File: src/rtl/aes0_pkg.sv
// Shared aes0 definitions: result/word widths, word index type and the
// register offsets of the result FIFO as seen by software.
package aes0_pkg;

   localparam int AES_CT_W   = 128;
   localparam int AES_WORD_W = 32;

   typedef logic [1:0] aes_word_idx_t;

   localparam logic [7:0] CT_FIFO_DATA   = 8'h40;
   localparam logic [7:0] CT_FIFO_STATUS = 8'h44;
   localparam logic [7:0] CT_FIFO_CLR    = 8'h48;

endpackage

File: src/rtl/aes0_ct_buffer.sv
// Result FIFO behind the AES-192 core: captures each rising edge of out_valid
// and lets software drain results one word at a time; blind in debug mode.
module aes0_ct_buffer
   import aes0_pkg::*;
#(
   parameter int DEPTH    = 4,
   parameter int CT_WIDTH = AES_CT_W,
   parameter int WORD_W   = AES_WORD_W
) (
   input  logic                       clk_i,
   input  logic                       rst_i,
   input  logic                       debug_mode_i,
   input  logic [CT_WIDTH-1:0]        ct_i,
   input  logic                       ct_valid_i,
   input  logic                       clr_i,
   input  logic                       pop_i,
   output logic [WORD_W-1:0]          rdata_o,
   output logic [1:0]                 word_idx_o,
   output logic [$clog2(DEPTH+1)-1:0] count_o,
   output logic                       empty_o,
   output logic                       full_o,
   output logic                       overflow_o
);

   localparam int PW = $clog2(DEPTH);
   localparam int CW = $clog2(DEPTH+1);
   localparam logic [CW-1:0] DEPTH_C = CW'(DEPTH);

   logic [CT_WIDTH-1:0] mem_r [DEPTH];
   logic [PW-1:0]       wr_ptr_r;
   logic [PW-1:0]       rd_ptr_r;
   logic [CW-1:0]       count_r;
   aes_word_idx_t       word_idx_r;
   logic                overflow_r;
   logic                ct_valid_q_r;

   logic                empty_s;
   logic                full_s;
   logic                push_s;
   logic                pop_ok_s;
   logic                free_s;
   logic                push_acc_s;
   logic                drop_s;
   logic [CT_WIDTH-1:0] head_s;
   logic [WORD_W-1:0]   rdata_s;

   assign empty_s    = (count_r == {CW{1'b0}});
   assign full_s     = (count_r == DEPTH_C);
   assign push_s     = ct_valid_i & ~ct_valid_q_r & ~debug_mode_i;
   assign pop_ok_s   = pop_i & ~empty_s & ~debug_mode_i;
   assign free_s     = pop_ok_s & (word_idx_r == 2'd3);
   // A full FIFO still accepts a result when the head entry is freed this cycle.
   assign push_acc_s = push_s & (~full_s | free_s);
   assign drop_s     = push_s & full_s & ~free_s;

   // Edge detector on the core's level-type valid; tracks even in debug or clear.
   always_ff @(posedge clk_i) begin
      if (rst_i) begin
         ct_valid_q_r <= 1'b0;
      end else begin
         ct_valid_q_r <= ct_valid_i;
      end
   end

   // Result storage; not reset because nothing reads it while empty.
   always_ff @(posedge clk_i) begin
      if (!rst_i && !clr_i && push_acc_s) begin
         mem_r[wr_ptr_r] <= ct_i;
      end
   end

   // Pointer, word index, occupancy and sticky overflow state.
   always_ff @(posedge clk_i) begin
      if (rst_i) begin
         wr_ptr_r   <= {PW{1'b0}};
         rd_ptr_r   <= {PW{1'b0}};
         count_r    <= {CW{1'b0}};
         word_idx_r <= 2'd0;
         overflow_r <= 1'b0;
      end else if (clr_i) begin
         wr_ptr_r   <= {PW{1'b0}};
         rd_ptr_r   <= {PW{1'b0}};
         count_r    <= {CW{1'b0}};
         word_idx_r <= 2'd0;
         overflow_r <= 1'b0;
      end else if (debug_mode_i) begin
         wr_ptr_r   <= {PW{1'b0}};
         rd_ptr_r   <= {PW{1'b0}};
         count_r    <= {CW{1'b0}};
         word_idx_r <= 2'd0;
      end else begin
         if (push_acc_s) begin
            wr_ptr_r <= wr_ptr_r + PW'(1);
         end
         if (pop_ok_s) begin
            word_idx_r <= word_idx_r + 2'd1;
         end
         if (free_s) begin
            rd_ptr_r <= rd_ptr_r + PW'(1);
         end
         case ({push_acc_s, free_s})
            2'b10:   count_r <= count_r + CW'(1);
            2'b01:   count_r <= count_r - CW'(1);
            default: count_r <= count_r;
         endcase
         if (drop_s) begin
            overflow_r <= 1'b1;
         end
      end
   end

   // Head word selection, forced to zero when empty or in debug mode.
   always_comb begin
      head_s  = mem_r[rd_ptr_r];
      rdata_s = {WORD_W{1'b0}};
      if (empty_s || debug_mode_i) begin
         rdata_s = {WORD_W{1'b0}};
      end else begin
         case (word_idx_r)
            2'd0:    rdata_s = head_s[WORD_W-1:0];
            2'd1:    rdata_s = head_s[2*WORD_W-1:WORD_W];
            2'd2:    rdata_s = head_s[3*WORD_W-1:2*WORD_W];
            2'd3:    rdata_s = head_s[4*WORD_W-1:3*WORD_W];
            default: rdata_s = {WORD_W{1'b0}};
         endcase
      end
   end

   assign rdata_o    = rdata_s;
   assign word_idx_o = word_idx_r;
   assign count_o    = count_r;
   assign empty_o    = empty_s;
   assign full_o     = full_s;
   assign overflow_o = overflow_r;

endmodule

File: config.mk
export PLATFORM = sky130hd
export DESIGN_NAME = aes0_ct_buffer
export DESIGN_NICKNAME = d
export VERILOG_FILES = /design/src/rtl/aes0_pkg.sv /design/src/rtl/aes0_ct_buffer.sv
export SDC_FILE = /design/constraint.sdc
export NUM_CORES = 1
export LEC_CHECK = 0
export ABC_AREA = 1
export BUFFER_PORTS_ARGS = -buffer_cell sky130_fd_sc_hd__buf_2
export CAP_MARGIN = 20
export CORE_ASPECT_RATIO = 0.7
export CORE_MARGIN = 1
export CORE_UTILIZATION = 45
export CTS_BUF_LIST = sky130_fd_sc_hd__clkbuf_4
export CTS_CLUSTER_SIZE = 25
export DETAILED_ROUTE_END_ITERATION = 16
export GPL_ROUTABILITY_DRIVEN = 0
export PLACE_DENSITY = 0.73
export SLEW_MARGIN = 10
export SYNTH_ARGS = -nofsm -noshare
export SYNTH_HDL_FRONTEND = slang
export SYNTH_SLANG_ARGS = --single-unit
export TNS_END_PERCENT = 5
File: constraint.sdc
create_clock -name clk_i -period 7.12 [get_ports clk_i]
set_clock_uncertainty 0.15 [all_clocks]
set_input_delay 0.356 -clock clk_i [delete_from_list [all_inputs] [get_ports clk_i]]
set_output_delay 0.356 -clock clk_i [all_outputs]
set_load 0.02 [all_outputs]
==> impl_metrics.json, run 1 <==
{
  "status": "finished, final reports clean",
  "cts_tree": "yes",
  "multi_input_area_um2": 4540,
  "fin_setup_tns_ns": 0,
  "r2r_start": "word_idx_o[0]",
  "start_util_pct": 45.8,
  "track_usage_pct": 22.5,
  "avgSynthCellArea_um2": 12.7,
  "worst_slew_pin_slew_ns": 1.08,
  "min_period_ns": 4.41,
  "ir_worst_vdd_v": 0.000118,
  "fin_cells": 2685,
  "num-fill-cells": 3601,
  "worstSetupEndpointType": "primary output",
  "cp.required_ns": 6.61,
  "cap_violations": 0,
  "clk_latency_ns": 0.81,
  "min_path_type": "input port to flip-flop",
  "synth_simple_gate_area_share_pct": 12.1,
  "synth_fp_nets": 1778,
  "synth_top_family_by_area": "simple AND/OR/NAND/NOR gates",
  "cts_buffer_depth": 3,
  "grt_overflow": 0,
  "fmax_ghz": 0.227,
  "ys_types": 26,
  "first_pass_iters": 6,
  "drt_wl_total_mm": 52.6,
  "synth_top_cell_by_area": "edfxtp_1",
  "path_clk_slew_ns": 0.07,
  "hpwl_mm": 29.9,
  "p_clk_share_pct": 41.3,
  "fin_crit_sh_pct": 62.0,
  "synth_xor_area_share_pct": 0.0422,
  "numClockSinks": 525,
  "yosys_warnings": 0,
  "dpl_cell_area_um2": 22100,
  "critPathKind": "flip-flop to primary output",
  "setup_violations": 0,
  "htree_num_levels": 4,
  "hold_viol": 0,
  "rows": 65,
  "intPower_mw": 4.86,
  "synthToLayoutAreaGrowth_pct": 20.9,
  "final_common_cell": "edfxtp_1",
  "io_pins": 174,
  "combPwrFrac_pct": 2.9,
  "grt_max_degree": 183,
  "yosys.area.top_type_share_pct": 74.0,
  "leakage_nw": 8.93,
  "timing.final.ws_setup_ns": 2.71,
  "fin_nets": 2130,
  "crit_fanout": 136,
  "antenna_found_initial": 13,
  "pre_cts_ws_ns": 3.43,
  "ys_ff_latch": 525,
  "p_per_area_nw_per_um2": 243,
  "switchingPower_mw": 1.24,
  "cp.arrival_ns": 3.91,
  "cts_buffers": 130,
  "die_w_um": 259,
  "synth_fa_ha_area_share_pct": 0.578,
  "place_inst": 2322,
  "grt_pass1_vias": 14133,
  "chipHeight_um": 182,
  "drc": 0,
  "vias": 14390,
  "initialDrtViolationCount": 1527,
  "wl_per_cell_um": 19.6,
  "root_buffer": "clkbuf_4",
  "portBuffers": 173,
  "power_switching_share_pct": 20.3,
  "synthMuxAreaShare_pct": 0,
  "max_slew_margin_pct": 28.0,
  "slew_violations": 0,
  "rsz0062_at_grt": "no",
  "stdcell_area_um2": 25100,
  "synth-compound-area-share_pct": 8.93,
  "hp-start": "ct_i[66]",
  "antenna_left": 0,
  "syn_area_um2": 20800,
  "grt_pass1_wl_mm": 80.6,
  "p_seq_share_pct": 55.8,
  "core-area_um2": 45300,
  "vias_per_cell": 5.36,
  "seq_area_um2": 15600,
  "netlist_instances": 1635,
  "crit_path_start_kind": "flip-flop",
  "ys_seq_area_share_pct": 75.3,
  "layout_common_cells": "edfxtp_1, nor2_1, nand2_1",
  "drive_above_1_share_pct": 19.2,
  "cts_resized": 0,
  "die_area_um2": 47000,
  "synthTopCellsByArea": "edfxtp_1, nor2_1, nand2_1"
}
## per-layer routing
metal | track usage (%) | share of wire, %
met5 | 0 | 0.11
met4 | 8.21 | 2.7
met3 | 6.43 | 9.6
met2 | 32.2 | 44
met1 | 32.6 | 44
## cell usage after synthesis (all sizes together)
master,number
a21oi,39
xnor2,1
nor2,300
clkbuf,40
nand2,231
dfxtp,13
edfxtp,512
fa,1
o211ai,31
o21ai,201
ha,8
o22ai,33
nor3,2
a31oi,33
o21bai,1
nand4,1
nand3,101
buf,64
inv,23
## critical path: stages, from the launching register on
cell and delay [ns]:
dfxtp_4 0.57, inv_6 0.78, buf_4 0.74, nor2_1 0.08, o211ai_1 0.36, nand2_1 0.09, a31oi_1 0.17, buf_2 0.19
## power groups by stage
stage          registers (mW)  logic (mW)  clock network (mW)
4_1_cts                  3.40       0.174                2.56
3_3_place_gp             3.47       0.101                   0
2_1_floorplan            3.48      0.0260                   0
3_5_place_dp             3.47       0.108                   0
5_1_grt                  3.40       0.190                2.72
6_report                 3.40       0.177                2.52
## final cells by class
class                           instances  area share (%)
Sequential cell                       525            62.3
Multi-Input combinational cell        983            18.1
Antenna cell                            9          0.0897
Tap cell                              603            3.01
Clock inverter                         32            1.02
Inverter                               23           0.374
Timing Repair Buffer                  324            9.57
Clock buffer                          186            5.56
## per-stage QoR
step | power (mW) | hold slack [ns] | util (%)
floorplan | 3.50 | 0.278 | -
global placement | 3.57 | 0.334 | 48.7
detailed placement | 3.58 | 0.338 | 48.7
CTS | 6.14 | 0.0777 | 55.4
global route | 6.31 | 0.0983 | 55.4
finish | 6.10 | 0.144 | 55.4
## final timing paths
| check | cells after the start | endpoint | slack [ns] |
|---|---|---|---|
| worst max-delay path | 7 | rdata_o[9] | 2.71 |
| worst max register to register | 7 | mem_r[0][9] | 3.40 |
| worst min-delay path | 2 | mem_r[2][66] | 0.14 |
| worst min register to register | 1 | count_o[0] | 0.38 |
## cells by family after synthesis
logic type      Yosys count
compound gates          338
xor+xnor                  1
simple gates            635
fa+ha+maj                 9
buf+inv                 127
flops                   525
## flip-flops by register name (all words and copies together), names as in the netlist, named ones only
register      cells
count_o           3
wr_ptr_r          2
word_idx_o        2
rd_ptr_r          2
ct_valid_q_r      1
mem_r           512
overflow_o        1
## repair_timing
item                                    4_1_cts  5_1_grt
endpoints found under the setup margin        0        0
hold endpoints to repair                    525        0
hold buffers                                136        0
buffers inserted                              0        0
(Power assumes the default switching activity.)
==> inputs of run 2 (changes only) <==
==> constraint.sdc (replaced) <==
create_clock -name clk_i -period 3.9 [get_ports clk_i]
set_clock_uncertainty 0.15 [all_clocks]
set_input_delay 0.195 -clock clk_i [delete_from_list [all_inputs] [get_ports clk_i]]
set_output_delay 0.195 -clock clk_i [all_outputs]
set_load 0.02 [all_outputs]
==> run 2 against run 1 <==
Against the previous run: final cell count is 5.3% higher; first-iteration DRC count is 0.98% lower; critical endpoint is now rdata_o[13]; critical path depth is 1 higher; sequential power is 83% higher; utilization is 3.3 points higher; flip-flop and latch count stayed put; routed wire length is 4.9% higher; via count is 5.2% higher; largest cell class unchanged; setup slack worse by 2.5 ns; sequential share of layout area is 3.5 points lower; clock power is 90% higher.
==> impl_metrics.json, run 2 (synthesis gave the netlist of run 1 again) <==
{
  "status": "finished, final reports clean",
  "root_buffer": "clkbuf_4",
  "leakage_nw": 9.56,
  "first_pass_iters": 6,
  "crit_path_start_kind": "flip-flop",
  "switchingPower_mw": 2.35,
  "clk_latency_ns": 0.81,
  "p_clk_share_pct": 42.0,
  "hpwl_mm": 31.0,
  "slew_violations": 0,
  "cap_violations": 0,
  "antenna_left": 0,
  "cts_buffers": 133,
  "hold_viol": 0,
  "largest_reg_flops": 512,
  "rsz0062_at_grt": "no",
  "cp.required_ns": 3.56,
  "holdWs_ns": 0.0492,
  "fin_setup_tns_ns": 0,
  "max_stage_delay_ns": 0.47,
  "cp_top_family": "buffers and inverters",
  "min_path_type": "input port to flip-flop",
  "wl_per_cell_um": 19.5,
  "rows": 65,
  "synthToLayoutAreaGrowth_pct": 28.1,
  "ir_worst_vdd_v": 0.000246,
  "hp-start": "ct_i[2]",
  "die_area_um2": 47000,
  "start_util_pct": 45.8,
  "grt_overflow": 0,
  "cts_tree": "yes",
  "drt_wl_total_mm": 55.2,
  "layout_common_cells": "edfxtp_1, nor2_1, dlygate4sd3_1",
  "grt_pass1_vias": 14699,
  "numClockSinks": 525,
  "power_switching_share_pct": 20.5,
  "antenna_found_initial": 11,
  "vias": 15138,
  "num-fill-cells": 3485,
  "initialDrtViolationCount": 1512,
  "cp_slowest_cell": "dfxtp_4",
  "cpMostUsedCell": "buf_4",
  "io_pins": 174,
  "cp.arrival_ns": 3.39,
  "chipHeight_um": 182,
  "grt_pass1_wl_mm": 84.4,
  "drive_above_1_share_pct": 19.0,
  "cts_buffer_depth": 3,
  "drc": 0,
  "min_period_ns": 3.73,
  "critPathKind": "flip-flop to primary output",
  "vias_per_cell": 5.36,
  "crit_chain": "inv_6 -> buf_4 -> buf_4 -> o21ai_0 -> o22ai_1 -> nand2_1 -> a31oi_1 -> buf_2",
  "p_seq_share_pct": 54.4,
  "p_per_area_nw_per_um2": 430,
  "htree_num_levels": 4,
  "combPwrFrac_pct": 3.7,
  "fin_nets": 2271,
  "final_common_cell": "edfxtp_1",
  "grt_max_degree": 103,
  "worstSetupEndpointType": "primary output",
  "die_w_um": 259,
  "postCtsSetupBuffers": 0,
  "track_usage_pct": 23.6,
  "fmax_ghz": 0.268,
  "crit_fanout": 40,
  "max_slew_margin_pct": 31.1,
  "fin_crit_sh_pct": 95.7,
  "r2r_start": "count_o[0]",
  "setup_violations": 0,
  "path_buf_inv": 4,
  "core-area_um2": 45300,
  "intPower_mw": 9.09,
  "path_clk_slew_ns": 0.06,
  "regMostFlops": "mem_r",
  "portBuffers": 173,
  "worst_slew_pin_slew_ns": 1.03,
  "finalPower_mw": 11.4
}
[run 2: layer usage]
metal  GRT usage, %  routed length [µm]  up-vias
met5              0                  23        -
met3           6.63                5170      111
met1           33.7               23900     7261
li1               -                   -     6990
met2           34.5               24600      772
met4           8.64                1500        4
[run 2: worst paths after layout]
check | end | depth (start not counted) | slack, ns
max reg2reg | mem_r[0][100] | 7 | 1.20
min reg2reg | count_o[0] | 1 | 0.37
min | mem_r[3][2] | 2 | 0.05
max | rdata_o[13] | 8 | 0.17
[run 2: power groups by stage]
stage	clock network, mW	logic, mW	registers (mW)
after floorplan	0	0.0478	6.34
after global placement	0	0.188	6.34
after detailed placement	0	0.199	6.34
after CTS	4.85	0.408	6.22
after global routing	5.18	0.446	6.21
final	4.80	0.420	6.22
[run 2: timing repair]
action / in CTS / in global routing
hold endpoints to repair: 525 / 0
resized for setup: 0 / 0
hold buffers: 254 / 0
[run 2: cell type report]
class | count | area [µm²] | share of cell area [%]
clock inverters | 36 | 338 | 1.27
flip-flops and latches | 525 | 15600 | 58.8
well taps | 603 | 754 | 2.84
multi-input cells | 983 | 4540 | 17.1
repair buffers | 462 | 3820 | 14.3
clock buffers | 185 | 1390 | 5.22
inverters | 23 | 93.8 | 0.353
diodes | 9 | 22.5 | 0.0847
[run 2: per-stage QoR]
| stage | cells | instance area [µm²] | setup WS, ns | utilization, % |
|---|---|---|---|---|
| after floorplan | 1635 | 20800 | -1.38 | - |
| after global placement | 2341 | 22300 | 1.18 | 49.2 |
| after detailed placement | 2341 | 22300 | 1.16 | 49.2 |
| after CTS | 2816 | 26600 | 0.279 | 58.6 |
| after global routing | 2823 | 26600 | 0.0777 | 58.7 |
| final | 2826 | 26600 | 0.169 | 58.7 |
